==> src/rtl/uart_pkg.sv <==
// rtl/uart_pkg.sv - shared UART types and oversampling constants (used by rx and tx)
package uart_pkg;

  localparam int UART_OVERSAMPLE = 16;

  // Mid-bit sample points within one bit period at 16x oversampling
  localparam int SAMPLE_LO  = 7;
  localparam int SAMPLE_MID = 8;
  localparam int SAMPLE_HI  = 9;

  typedef enum logic [2:0] {
    IDLE  = 3'd0,
    START = 3'd1,
    DATA  = 3'd2,
    STOP  = 3'd3,
    BREAK = 3'd4
  } rx_state_t;

endpackage

==> src/rtl/uart_rx_sampler.sv <==
// rtl/uart_rx_sampler.sv - rx synchroniser and three-sample majority bit decision
module uart_rx_sampler (
  input  logic clk,
  input  logic rst,
  input  logic rx,
  input  logic sample_lo,
  input  logic sample_mid,
  output logic rx_s,
  output logic bit_val
);

  logic sync1_q, sync1_d;
  logic sync2_q, sync2_d;
  logic s_lo_q, s_lo_d;
  logic s_mid_q, s_mid_d;

  // Next-state: shift the synchroniser, capture the two early samples on their strobes
  always_comb begin
    sync1_d = rx;
    sync2_d = sync1_q;
    s_lo_d  = sample_lo  ? sync2_q : s_lo_q;
    s_mid_d = sample_mid ? sync2_q : s_mid_q;
  end

  // State registers; line idles high so everything resets to 1
  always_ff @(posedge clk or posedge rst) begin
    if (rst) begin
      sync1_q <= 1'b1;
      sync2_q <= 1'b1;
      s_lo_q  <= 1'b1;
      s_mid_q <= 1'b1;
    end else begin
      sync1_q <= sync1_d;
      sync2_q <= sync2_d;
      s_lo_q  <= s_lo_d;
      s_mid_q <= s_mid_d;
    end
  end

  assign rx_s = sync2_q;

  // Third sample is the live rx_s on the decision tick
  assign bit_val = (s_lo_q & s_mid_q) | (s_lo_q & rx_s) | (s_mid_q & rx_s);

endmodule

==> src/rtl/uart_rx_core.sv <==
// rtl/uart_rx_core.sv - UART receiver: frame FSM, shift register and valid/ready output
module uart_rx_core
  import uart_pkg::*;
#(
  parameter int DATA_BITS  = 8,
  parameter int OVERSAMPLE = UART_OVERSAMPLE
) (
  input  logic                 clk,
  input  logic                 rst,
  input  logic                 rx_tick,
  input  logic                 rx,
  output logic [DATA_BITS-1:0] data_out,
  output logic                 data_valid,
  input  logic                 data_ready,
  output logic                 frame_err,
  output logic                 overrun,
  output logic                 busy
);

  localparam int CNT_W = $clog2(OVERSAMPLE);
  localparam int IDX_W = (DATA_BITS > 1) ? $clog2(DATA_BITS) : 1;
  localparam logic [CNT_W-1:0] CNT_MAX = CNT_W'(OVERSAMPLE - 1);
  localparam logic [CNT_W-1:0] CNT_LO  = CNT_W'(OVERSAMPLE / 2 - 1);
  localparam logic [CNT_W-1:0] CNT_MID = CNT_W'(OVERSAMPLE / 2);
  localparam logic [CNT_W-1:0] CNT_HI  = CNT_W'(OVERSAMPLE / 2 + 1);
  localparam logic [IDX_W-1:0] IDX_LAST = IDX_W'(DATA_BITS - 1);

  rx_state_t            state_q, state_d;
  logic [CNT_W-1:0]     cnt_q, cnt_d;
  logic [IDX_W-1:0]     idx_q, idx_d;
  logic [DATA_BITS-1:0] shreg_q, shreg_d;
  logic [DATA_BITS-1:0] data_out_q, data_out_d;
  logic                 data_valid_q, data_valid_d;
  logic                 frame_err_q, frame_err_d;
  logic                 overrun_q, overrun_d;

  logic [CNT_W-1:0] cnt_nxt;
  logic in_frame, sample_lo, sample_mid, decide, wrap, complete;
  logic rx_s, bit_val;

  uart_rx_sampler u_sampler (
    .clk        (clk),
    .rst        (rst),
    .rx         (rx),
    .sample_lo  (sample_lo),
    .sample_mid (sample_mid),
    .rx_s       (rx_s),
    .bit_val    (bit_val)
  );

  // Tick bookkeeping: counter value after this tick and the strobes that depend on it
  always_comb begin
    cnt_nxt    = (cnt_q == CNT_MAX) ? '0 : cnt_q + 1'b1;
    in_frame   = (state_q == START) || (state_q == DATA) || (state_q == STOP);
    sample_lo  = rx_tick && in_frame && (cnt_nxt == CNT_LO);
    sample_mid = rx_tick && in_frame && (cnt_nxt == CNT_MID);
    decide     = rx_tick && in_frame && (cnt_nxt == CNT_HI);
    wrap       = rx_tick && in_frame && (cnt_nxt == '0);
  end

  // Frame FSM plus output handshake (completion may coincide with an accept)
  always_comb begin
    state_d      = state_q;
    cnt_d        = cnt_q;
    idx_d        = idx_q;
    shreg_d      = shreg_q;
    data_out_d   = data_out_q;
    data_valid_d = data_valid_q;
    frame_err_d  = 1'b0;
    overrun_d    = 1'b0;
    complete     = 1'b0;
    if (in_frame && rx_tick) cnt_d = cnt_nxt;
    case (state_q)
      IDLE: begin
        if (rx_tick && !rx_s) begin
          state_d = START;
          cnt_d   = '0;
        end
      end
      START: begin
        if (decide && bit_val) begin
          state_d = IDLE;
          cnt_d   = '0;
        end else if (wrap) begin
          state_d = DATA;
          idx_d   = '0;
        end
      end
      DATA: begin
        if (decide) shreg_d = {bit_val, shreg_q[DATA_BITS-1:1]};
        if (wrap) begin
          if (idx_q == IDX_LAST) state_d = STOP;
          else                   idx_d   = idx_q + 1'b1;
        end
      end
      STOP: begin
        if (decide) begin
          cnt_d = '0;
          if (bit_val) begin
            complete = 1'b1;
            state_d  = IDLE;
          end else begin
            frame_err_d = 1'b1;
            state_d     = BREAK;
          end
        end
      end
      BREAK: begin
        if (rx_s) begin
          state_d = IDLE;
          cnt_d   = '0;
        end
      end
      default: begin
        state_d = IDLE;
        cnt_d   = '0;
      end
    endcase
    if (complete) begin
      if (!data_valid_q || data_ready) begin
        data_out_d   = shreg_q;
        data_valid_d = 1'b1;
      end else begin
        overrun_d = 1'b1;
      end
    end else if (data_valid_q && data_ready) begin
      data_valid_d = 1'b0;
    end
  end

  // State registers with asynchronous reset
  always_ff @(posedge clk or posedge rst) begin
    if (rst) begin
      state_q      <= IDLE;
      cnt_q        <= '0;
      idx_q        <= '0;
      shreg_q      <= '0;
      data_out_q   <= '0;
      data_valid_q <= 1'b0;
      frame_err_q  <= 1'b0;
      overrun_q    <= 1'b0;
    end else begin
      state_q      <= state_d;
      cnt_q        <= cnt_d;
      idx_q        <= idx_d;
      shreg_q      <= shreg_d;
      data_out_q   <= data_out_d;
      data_valid_q <= data_valid_d;
      frame_err_q  <= frame_err_d;
      overrun_q    <= overrun_d;
    end
  end

  assign data_out   = data_out_q;
  assign data_valid = data_valid_q;
  assign frame_err  = frame_err_q;
  assign overrun    = overrun_q;
  assign busy       = (state_q != IDLE);

endmodule

==> config.mk <==
export PLATFORM = sky130hd
export DESIGN_NAME = uart_rx_core
export DESIGN_NICKNAME = d
export VERILOG_FILES = /design/src/rtl/uart_pkg.sv /design/src/rtl/uart_rx_sampler.sv /design/src/rtl/uart_rx_core.sv
export SDC_FILE = /design/constraint.sdc
export NUM_CORES = 1
export LEC_CHECK = 0
export BUFFER_PORTS_ARGS = -buffer_cell sky130_fd_sc_hd__buf_2
export CORE_AREA = 4 4 50 96
export CTS_CLUSTER_DIAMETER = 200
export DETAILED_ROUTE_END_ITERATION = 8
export DIE_AREA = 0 0 54 100
export HOLD_SLACK_MARGIN = 0.12
export PLACE_DENSITY = 0.6
export SLEW_MARGIN = 20
export SYNTH_ARGS = -nofsm -noshare
export SYNTH_HDL_FRONTEND = slang
export SYNTH_SLANG_ARGS = --single-unit
==> constraint.sdc <==
create_clock -name clk -period 2.4 [get_ports clk]
set_input_delay 0.12 -clock clk [delete_from_list [all_inputs] [get_ports clk]]
set_output_delay 0.12 -clock clk [all_outputs]
set_load 0.05 [all_outputs]
[Yosys cells after proc, flatten, opt, wreduce, memory -nomap -nowiden]
Cells that the tools add are included.
Storage, ports and cells
  latch bits: 0
  word-level logic and storage cells: 93
  memory bits (writable): 0
  register bits: 33
  memories: 0
  ROM bits: 0
Operators by class
  reduce and logical (&&, ||, !) cells: 23
  bitwise operators: 5
  equal/unequal tests: 19
  $add $sub $neg: 2
  $mul: 0
  mux-type cells: 32
  divide/modulo/power cells: 0
  shift-type cells: 0
  order comparisons: 0
Operators by type and width (count)
  $mux 3: 12
  $mux 4: 6
  $pmux 4 s5: 1
  $pmux 3 s5: 1
  $eq 4x4->1 const B: 3
  $ne 2x2->1 const B: 6
  $mux 1: 11
  $logic_and 1x1->1: 8
  $eq 3x2->1 const B: 2
  $eq 3x3->1 const B: 2
  $ne 2x1->1 const B: 3
  $pmux 3 s2: 1
  $reduce_and 2->1: 3
  $reduce_and 6->1: 1
  $reduce_and 5->1: 1
  $add 4x1->4 const B: 1
  $eq 4x3->1 const B: 1
  $logic_not 4->1: 1
  $reduce_bool 2->1: 2
  $add 3x1->3 const B: 1
  $and 1x1->1: 3
  $eq 3x1->1 const B: 1
  $logic_not 3->1: 1
  $logic_or 1x1->1: 3
  4 further kinds: 6

[Longest topological paths before layout]
Gate-level depths: netlist of run 1.
  depth after elaboration: 9
  depth in mapped cells: 6
  gate-level depth less buffers: 6

[Hierarchy]
Synthesis of run 1 repeated with hierarchy kept, for this count alone.
Unflattened totals
  cell total of the unflattened synthesis: 142
  area total of the unflattened synthesis: 1686.6 µm²
By module, submodules not included
  uart_rx_core: times used 1, cells an instance 134, area each 1540.2 µm²
  uart_rx_sampler: times used 1, cells an instance 8, area each 146.4 µm²

[Least setup slack after synthesis of run 1]
OpenSTA, ideal clock, no wires.
  path type: flip-flop to flip-flop
  from: reg cnt_q[1]
  to: reg idx_q[0]
  path slack: 0.214 ns
  period minus slack after synthesis: 2.186 ns
  arrival time: 2.061 ns
  path buffers: 0
  cell stages (with the launch flop): 7
  data required time: 2.275 ns
  path through: dfrtp_1 -> ha_1 -> inv_1 -> a311o_2 -> or2_1 -> or3_4 -> mux2_4
Between the ends
  longest elaborated chain between the ends: 7
RTL lines
  start, declared: line uart_rx_core.sv:29  | logic [CNT_W-1:0] cnt_q, cnt_d;
  start signal, assigned: line uart_rx_core.sv:144  | cnt_q <= cnt_d;
  $add 4x1->4 or $eq 4x4->1 (tied branches): line uart_rx_core.sv:53  | cnt_nxt = (cnt_q == CNT_MAX) ? '0 : cnt_q + 1'b1;
  $mux 4 (*): line uart_rx_core.sv:53
  $eq 4x4->1: line uart_rx_core.sv:57  | decide = rx_tick && in_frame && (cnt_nxt == CNT_HI);
  $logic_and 1x1->1: line uart_rx_core.sv:57
  $logic_and 1x1->1: line uart_rx_core.sv:81  | if (decide && bit_val) begin
  $ne 2x2->1 (no source line)
  $reduce_and 5->1 (no source line) (*)
  end signal, assigned: line uart_rx_core.sv:145  | idx_q <= idx_d;
  end, declared: line uart_rx_core.sv:30  | logic [IDX_W-1:0] idx_q, idx_d;
Mark *: on every way between the ends. The rest lies on a longest branch, timed or not.
A chain may end at the register's enable or synchronous reset.

[Final worst setup path of run 1]
Ends and elaborated chain as after synthesis.

==> metrics, run 1 <==
status finished, final reports clean; Yosys top cell by area dfrtp_1; clock tree from TritonCTS done; Ports 17; crit path DAT 2450 ps; WS Path Type register to register; synthesis-to-finish area growth 18.8%; postcts setup bufs 0; Final ANT Viol Nets 0; cts hold-fix bufs 2; Overflow after GRT 0; Int Power 1.06 mW; fin. max-slew vios 0; Max-slew headroom 0.660; die area between 5000 and 6000 um2; critical-path cell list ha_1 -> inv_1 -> a311o_2 -> or2_1 -> or3_4 -> mux2_4; drt total wl 3.26 mm; routed via count 1148; Combinational Power Share 0.322; Clock Pin Slew Worst Setup and Hold Paths 70 ps; CP Capture Type register; RSZ-0062 raised after global routing no; Mapped Area 1550 um2; register area share after synthesis 0.535; antenna cells 0; DIE WIDTH ~54 um; Worst-Margin Slew ~500 ps; H-Tree Depth 2; post-layout instance area 1850 um2; Worst Path Max Fanout 7; WP data required 2570 ps; WL/cell around 15 um; minimum clock period 2280 ps; Post-synth EDFFs 0; GPL Wtd Cong about 0.96; largest net degree at the start of global routing 34; Leakage Power about 0.9 nW; final core occ 0.452; Async SR Flop Fraction 1.00; vias in the first global route 1258; syn avg cell area 11.7 um2; Tcrit/Tclk final 0.951; most common cell in the netlist dfrtp_1; Worst path slowest cell dfrtp_1; Synth Flop Type dfrtp_1; CP peak stage delay roughly 460 ps; NetSw roughly 0.62 mW; die height 100 um; startpoint type of the worst setup path register; DP HPWL 2.47 mm; dpl cell area around 1700 um2; final hold vios 0; Worst path top cell family by delay simple AND/OR/NAND/NOR gates; DR vias/cell approximately 5.3; total CTS buffers 5; fmax 0.438 GHz; Starting Density 0.380; Setup-failing EPs final 0; DRC violations left 0; Post-synth top cells dfrtp_1, mux2_2, a21oi_1, inv_1, nand3_1; placed cell count 206; Hold Path Class input pin to register; GR Util All Layers 0.141; max_cap viols 0; Layout Cells excl Fill ~220; Max clock buf depth 2; worst vdd ir between 0.5 and 0.6 mV; Synth area leaders dfrtp_1, mux2_2, dfstp_2, ha_1, a21oi_1; Final nets 174; Sw Share 0.369; clock skew 5.82 ps; PD cells between 900 and 1000 nW/um2; # rows 33; CP bufs+invs 1; first-pass GRT wire length 5.60 mm; Yosys reg bits 33; post-synthesis cell count 133; Net Count, Synth roughly 140; Clock Power Share 0.240; later-pin clock latency in the skew report 280 ps; first-pass detailed-route iteration total 4; total core area 4090 um2; Fin Hold WS 123 ps; Netlist cell types 35; clk sink count 33; share of cells above drive strength 1 0.341; clk root buf clkbuf_8; quantity of I/O buffers inserted on ports 16; Final TNS setup 0 ps; initial antenna violation count 0; PostCTS Resize Cnt 0; DRT iter0 DRCs 18; YS warnings 0; share of the synthesized area in the top cell type 0.467; Flop pwr share 0.438
final timing paths:
check,start,end,slack [ps],depth (start not counted)
hold / removal,data_ready,overrun,120,3
min in group asynchronous,rst,shreg_q[5],460,4
setup reg to reg,cnt_q[1],idx_q[0],120,6
setup / recovery,cnt_q[1],idx_q[0],120,6
max in group asynchronous,rst,u_sampler.s_lo_q,1610,4
hold reg to reg,u_sampler.sync1_q,u_sampler.rx_s,360,0
registers in the layout, summed over array words and instances, names as in the netlist:
name               flops
u_sampler.s_lo_q       1
overrun                1
data_out               8
shreg_q                8
u_sampler.s_mid_q      1
cnt_q                  4
u_sampler.rx_s         1
state_q                3
frame_err              1
u_sampler.sync1_q      1
idx_q                  3
data_valid             1
routing by layer:
metal	wire [um]	share of wire	up-vias	GRT usage
li1	-	-	539	-
met1	1170	0.36	562	0.147
met2	1820	0.56	33	0.241
met3	122	0.037	14	0.0267
met4	144	0.044	0	0.0940
met5	0	0	-	0
metrics by stage:
stage,power [mW],worst slack [ps]
6_report,1.69,118
2_1_floorplan,1.11,214
4_1_cts,1.69,123
3_5_place_dp,1.28,144
5_1_grt,1.79,21.2
3_3_place_gp,1.24,234
power groups by stage:
stage	registers, mW	clock network (mW)	logic (mW)
6_report	0.738	0.404	0.543
5_1_grt	0.752	0.442	0.599
4_1_cts	0.736	0.415	0.540
3_5_place_dp	0.745	0	0.534
3_3_place_gp	0.735	0	0.508
2_1_floorplan	0.717	0	0.392
worst register-to-register path, delay by kind of cell, from the launching register on:
family | cells | cell delay, ps
flip-flops | 1 | 460
multiplexers | 1 | 310
buffers and inverters | 1 | 60
AND/OR/NAND/NOR | 2 | 680
adder cells (fa/ha/maj) | 1 | 300
AO/OA/AOI/OAI | 1 | 380
cell usage in the layout, fill, tap and decap left out, types with 5 or more instances in the layout:
cell type   n
dfrtp_1    29
nor3_1      6
inv_1       9
nand2_1     6
nand3_1     7
ha_1        6
a21oi_1     9
mux2_2     17
clkbuf_8    5
nor2_1      5
buf_4       6
buf_2      16
final cells by class:
| class | instances | area [um2] |
|---|---|---|
| fillers | 379 | 2240 |
| flip-flops and latches | 33 | 831 |
| multi-input cells | 90 | 686 |
| repair buffers | 24 | 145 |
| clock buffers | 5 | 68.8 |
| well taps | 52 | 65.1 |
| inverters | 9 | 33.8 |
| clock inverters | 3 | 17.5 |
cells by family after synthesis:
logic type,share of synthesized area
and+or+nand+nor,0.133
DFF,0.535
AOI/OAI and AO/OA,0.0966
muxes,0.146
buffers and inverters,0.0242
adders and majority gates,0.0547
xor gates and xnor gates,0.0113
Power figures use the tool's default switching activity.
==> run 2, diff against run 1 <==
--- a/config.mk
+++ b/config.mk
@@ -6,12 +6,15 @@
 export NUM_CORES = 1
 export LEC_CHECK = 0
 export BUFFER_PORTS_ARGS = -buffer_cell sky130_fd_sc_hd__buf_2
+export CELL_PAD_IN_SITES_DETAIL_PLACEMENT = 0
+export CELL_PAD_IN_SITES_GLOBAL_PLACEMENT = 1
 export CORE_AREA = 4 4 50 96
 export CTS_CLUSTER_DIAMETER = 200
 export DETAILED_ROUTE_END_ITERATION = 8
 export DIE_AREA = 0 0 54 100
 export HOLD_SLACK_MARGIN = 0.12
-export PLACE_DENSITY = 0.6
+export PLACE_DENSITY = 0.7
+export RECOVER_POWER = 50
 export SLEW_MARGIN = 20
 export SYNTH_ARGS = -nofsm -noshare
 export SYNTH_HDL_FRONTEND = slang
==> run 2 against run 1 <==
  * The flow now finishes with violations (capacitance limit, slew limit)
  * Critical path depth did not move
  * Flip-flop and latch count did not move
  * Clock skew fell by 1.4 ps
  * Largest cell class unchanged
  * Critical endpoint unchanged
  * Non-clock buffer count did not move
  * First-iteration DRC count did not move
  * Critical path type unchanged
==> metrics, run 2 (same netlist as run 1, synthesis figures left out) <==
status finished, violations left (was finished, final reports clean); violated checks capacitance limit, slew limit; WS Path Type register to register (unchanged); Max clock buf depth 2 (unchanged); GPL Wtd Cong 0.748 (was 0.958); crit path DAT 2440 ps (was 2450 ps); minimum clock period 2280 ps (about the same); Final ANT Viol Nets 0 (unchanged); DRT iter0 DRCs 18 (unchanged); quantity of I/O buffers inserted on ports 16 (unchanged); Ports 17 (unchanged); DR vias/cell 5.26 (was 5.31); vias in the first global route 1241 (was 1258); clock tree from TritonCTS done (unchanged); fmax 0.439 GHz (was 0.438 GHz); postcts setup bufs 0 (unchanged); Overflow after GRT 0 (unchanged); Tcrit/Tclk final 0.948 (was 0.951); clock skew 4.46 ps (was 5.82 ps); Leakage Power 0.901 nW (was 0.924 nW); clk root buf clkbuf_8 (unchanged); H-Tree Depth 2 (unchanged); Worst-Margin Slew 1710 ps (was 504 ps); max_cap viols 1 (was 0); first-pass detailed-route iteration total 4 (unchanged); Hold Path Class input pin to register (unchanged); Clock Pin Slew Worst Setup and Hold Paths 70 ps (about the same); first-pass GRT wire length 5.59 mm (was 5.60 mm); Final TNS setup 0 ps (unchanged); share of cells above drive strength 1 0.299 (was 0.341); post-layout instance area 1830 um2 (was 1850 um2); commonest non-fill, non-tap cell in the layout dfrtp_1 (unchanged); die area 5400 um2 (unchanged); DIE WIDTH 54 um (unchanged); total core area 4090 um2 (unchanged); DRC violations left 0 (unchanged); synthesis-to-finish area growth 18.0% (was 18.8%); DP HPWL 2.50 mm (was 2.47 mm); fin. max-slew vios 34 (was 0); PostCTS Resize Cnt 0 (unchanged); Final nets 174 (unchanged); Starting Density 0.380 (unchanged); clk sink count 33 (unchanged); Max-slew headroom -0.140 (was 0.660); final hold vios 0 (unchanged); GR Util All Layers 0.142 (was 0.141); Worst Path Max Fanout 7 (unchanged); RSZ-0062 raised after global routing no (unchanged); antenna cells 0 (unchanged); startpoint type of the worst setup path register (unchanged); final core occ 0.448 (was 0.452); total CTS buffers 5 (unchanged); largest net degree at the start of global routing 34 (unchanged); drt total wl 3.18 mm (was 3.26 mm); placed cell count 206 (unchanged); PD cells 904 nW/um2 (was 913 nW/um2); Fin Hold WS 134 ps (was 123 ps); dpl cell area 1740 um2 (unchanged); Setup-failing EPs final 0 (unchanged); WL/cell 14.7 um (was 15.1 um); R2R Setup Slk 120 ps (about the same); worst vdd ir 0.416 mV (was 0.583 mV); CP Capture Type register (unchanged); routed via count 1137 (was 1148); most frequent cells in the layout dfrtp_1, mux2_2, buf_2 (unchanged); WP data required 2560 ps (was 2570 ps); later-pin clock latency in the skew report 280 ps (about the same); # rows 33 (unchanged); Layout Cells excl Fill 216 (unchanged); initial antenna violation count 0 (unchanged); die height 100 um (unchanged)
run 2: cell count changes in the layout (fill, tap and decap cells not counted), sizes merged:
cell	before	now
clkbuf	5	12
buf	22	17
clkinvlp	1	0
clkinv	2	1
run 2: what timing repair did:
action                                  in CTS  in global routing
hold buffers                                 2                  0
endpoints found under the setup margin       0                  0
endpoints found under the hold margin       30                  0
run 2: worst paths after layout:
path,start,endpoint,cells after the start
min in group asynchronous,rst,overrun,4
worst max register to register,cnt_q[1],idx_q[0],6
max in group asynchronous,rst,cnt_q[2],4
worst max-delay path,cnt_q[1],idx_q[0],6
worst min register to register,u_sampler.sync1_q,u_sampler.rx_s,0
worst min-delay path,data_ready,overrun,3
run 2: stage by stage:
| stage | power [mW] | setup slack (ps) |
|---|---|---|
| finish | 1.66 | 124 |
| global placement | 1.26 | 161 |
| global route | 1.78 | 29.4 |
| CTS | 1.68 | 129 |
| detailed placement | 1.28 | 145 |
| floorplan | 1.11 | 214 |
run 2: final cells by class:
type                    count  area (um2)
clock buffers               7        76.3
clock inverters             1        5.00
fillers                   388        2250
inverters                   9        33.8
multi-input cells          90         686
flip-flops and latches     33         831
well taps                  52        65.1
repair buffers             24         136
run 2: power by group:
part	leakage (nW)	switching [mW]	total, mW	internal [mW]
sequential	0.436	0.0901	0.731	0.641
clock	0.0422	0.187	0.390	0.203
combinational	0.423	0.316	0.535	0.220
run 2: critical path: stages, from the launching register on:
cell,delay [ps]
dfrtp_1,450
ha_1,270
xnor2_1,230
nand4_1,200
or2_1,290
or3_4,410
mux2_4,300
run 2: per-layer routing:
layer	global-route usage	wire length (um)	vias to the layer above
met5	0	0	-
met4	0.0653	86	0
met3	0.0312	91	8
met2	0.270	1960	18
met1	0.134	1040	567
li1	-	-	544
==> run 3, diff against run 2 <==
==> constraint.sdc (replaced) <==
create_clock -name clk -period 2.2 [get_ports clk]
set_input_delay 0.11 -clock clk [delete_from_list [all_inputs] [get_ports clk]]
set_output_delay 0.11 -clock clk [all_outputs]
set_load 0.05 [all_outputs]
==> run 3 against run 2 <==
  * The run now ends clean
  * Clock skew shrank 0.57 ps
  * Non-clock buffer count grew 5
  * Total power grew 12%
  * Via count is the same
  * Combinational power grew 19%
  * Global-route usage grew 0.30 points
  * Wire length grew 2.2%
  * Sequential share of layout area shrank 1.1 points
==> metrics, run 3 (same netlist as run 1, synthesis figures left out) <==
Setup-failing EPs final 0 (unchanged); routed via count 1137 (unchanged); Hold Path Class input pin to register (unchanged); Worst path slowest cell or3_4 (was dfrtp_1); M1 WL 1.03 mm (was 1.04 mm); Worst path top cell family by delay simple AND/OR/NAND/NOR gates (unchanged); clock tree from TritonCTS done (unchanged); max_cap viols 0 (was 1); die height 100 um (unchanged); top sig layer met4 (unchanged); clk root buf clkbuf_8 (unchanged); total CTS buffers 5 (unchanged); # rows 33 (unchanged); fin. max-slew vios 0 (was 34); DRC violations left 0 (unchanged); Final TNS setup 0 ps (unchanged); WL/cell 14.7 um (about the same); WP data required 2370 ps (was 2560 ps); total core area 4090 um2 (unchanged); first-pass detailed-route iteration total 4 (unchanged); Final nets 179 (was 174); Starting Density 0.380 (unchanged); vias in the first global route 1241 (unchanged); fill count 402 (was 388); placed cell count 210 (was 206); synthesis-to-finish area growth 20.9% (was 18.0%); Clock Pin Slew Worst Setup and Hold Paths 60 ps (was 70 ps); status finished, final reports clean (was finished, violations left); Tcrit/Tclk final 0.960 (was 0.948); most frequent cells in the layout dfrtp_1, mux2_2, clkbuf_1 (was dfrtp_1, mux2_2, buf_2); DR WL met3 89 um (was 91 um); quantity of I/O buffers inserted on ports 16 (unchanged); final core occ 0.460 (was 0.448); DR vias/cell 5.14 (was 5.26); DIE WIDTH 54 um (unchanged); startpoint type of the worst setup path register (unchanged); minimum clock period 2110 ps (was 2280 ps); PD cells 985 nW/um2 (was 904 nW/um2); drt total wl 3.25 mm (was 3.18 mm); setup ws final 88.8 ps (was 124 ps); WS Path Type register to register (unchanged); die area 5400 um2 (unchanged); post-layout instance area 1880 um2 (was 1830 um2); Ports 17 (unchanged); Max-slew headroom 0.295 (was -0.140); Final ANT Viol Nets 0 (unchanged); clk sink count 33 (unchanged); initial antenna violation count 0 (unchanged); crit path DAT 2280 ps (was 2440 ps); H-Tree Depth 2 (unchanged); CP bufs+invs 1 (was 0); antenna cells 0 (unchanged); DP HPWL 2.65 mm (was 2.50 mm); first-pass GRT wire length 5.66 mm (was 5.59 mm); share of cells above drive strength 1 0.296 (was 0.299); Fin Hold WS 304 ps (was 134 ps); final hold vios 0 (unchanged); Leakage Power 0.895 nW (was 0.901 nW); Overflow after GRT 0 (unchanged); postcts setup bufs 0 (unchanged); Layout Cells excl Fill 221 (was 216); met2 wire len 2.00 mm (was 1.96 mm); Worst Path Max Fanout 4 (was 7); commonest non-fill, non-tap cell in the layout dfrtp_1 (unchanged); CP Capture Type register (unchanged); dpl cell area 1770 um2 (was 1740 um2); RSZ-0062 raised after global routing no (unchanged); clock skew 3.89 ps (was 4.46 ps); fmax 0.474 GHz (was 0.439 GHz); later-pin clock latency in the skew report 280 ps (about the same); largest net degree at the start of global routing 21 (was 34); DRT iter0 DRCs 14 (was 18); GR Util All Layers 0.145 (was 0.142); GPL Wtd Cong 0.874 (was 0.748); critical-path cell list ha_2 -> inv_1 -> a311o_2 -> or2_1 -> or3_4 -> mux2_4 (was ha_1 -> xnor2_1 -> nand4_1 -> or2_1 -> or3_4 -> mux2_4); Tot Pwr 1.85 mW (was 1.66 mW); Worst-Margin Slew 1060 ps (was 1710 ps); dpl ws 82.7 ps (was 145 ps); worst vdd ir 0.479 mV (was 0.416 mV); Max clock buf depth 2 (unchanged); CP peak stage delay 410 ps (was 450 ps)
==> run 3: cell type report <==
| cell class | instances | area [um2] | area share |
|---|---|---|---|
| Clock buffer | 6 | 72.6 | 0.0386 |
| Clock inverter | 2 | 10.0 | 0.00533 |
| Inverter | 9 | 33.8 | 0.0180 |
| Multi-Input combinational cell | 90 | 699 | 0.372 |
| Sequential cell | 33 | 831 | 0.442 |
| Tap cell | 52 | 65.1 | 0.0346 |
| Timing Repair Buffer | 29 | 168 | 0.0892 |
==> run 3: worst paths after layout <==
| check | start | to | slack [ps] | cells after the start |
|---|---|---|---|---|
| max | cnt_q[1] | idx_q[0] | 90 | 6 |
| max reg2reg | cnt_q[1] | idx_q[0] | 90 | 6 |
| min | rx_tick | state_q[1] | 300 | 5 |
| min in group asynchronous | rst | frame_err | 420 | 3 |
| max in group asynchronous | rst | cnt_q[2] | 430 | 4 |
| min reg2reg | u_sampler.sync1_q | u_sampler.rx_s | 360 | 0 |
==> run 3: timing repair <==
action,4_1_cts,5_1_grt
endpoints found under the hold margin,11,0
gates resized for setup,0,3
hold buffers,3,0
endpoints found under the setup margin,0,16
==> run 3: worst min-delay path, cell delays in order <==
cell and delay (ps):
buf_2 90, nand3_1 70, nand3_1 100, a21oi_1 70, a21oi_1 110
==> run 3: layer usage <==
layer	vias up	global-route usage
met3	11	0.0357
met5	-	0
li1	544	-
met4	0	0.0787
met1	560	0.138
met2	22	0.266
==> run 3: power by group <==
group / internal (mW) / switching, mW / leakage [nW]
Clock: 0.219 / 0.209 / 0.0450
Combinational: 0.274 / 0.361 / 0.414
Sequential: 0.700 / 0.0883 / 0.436
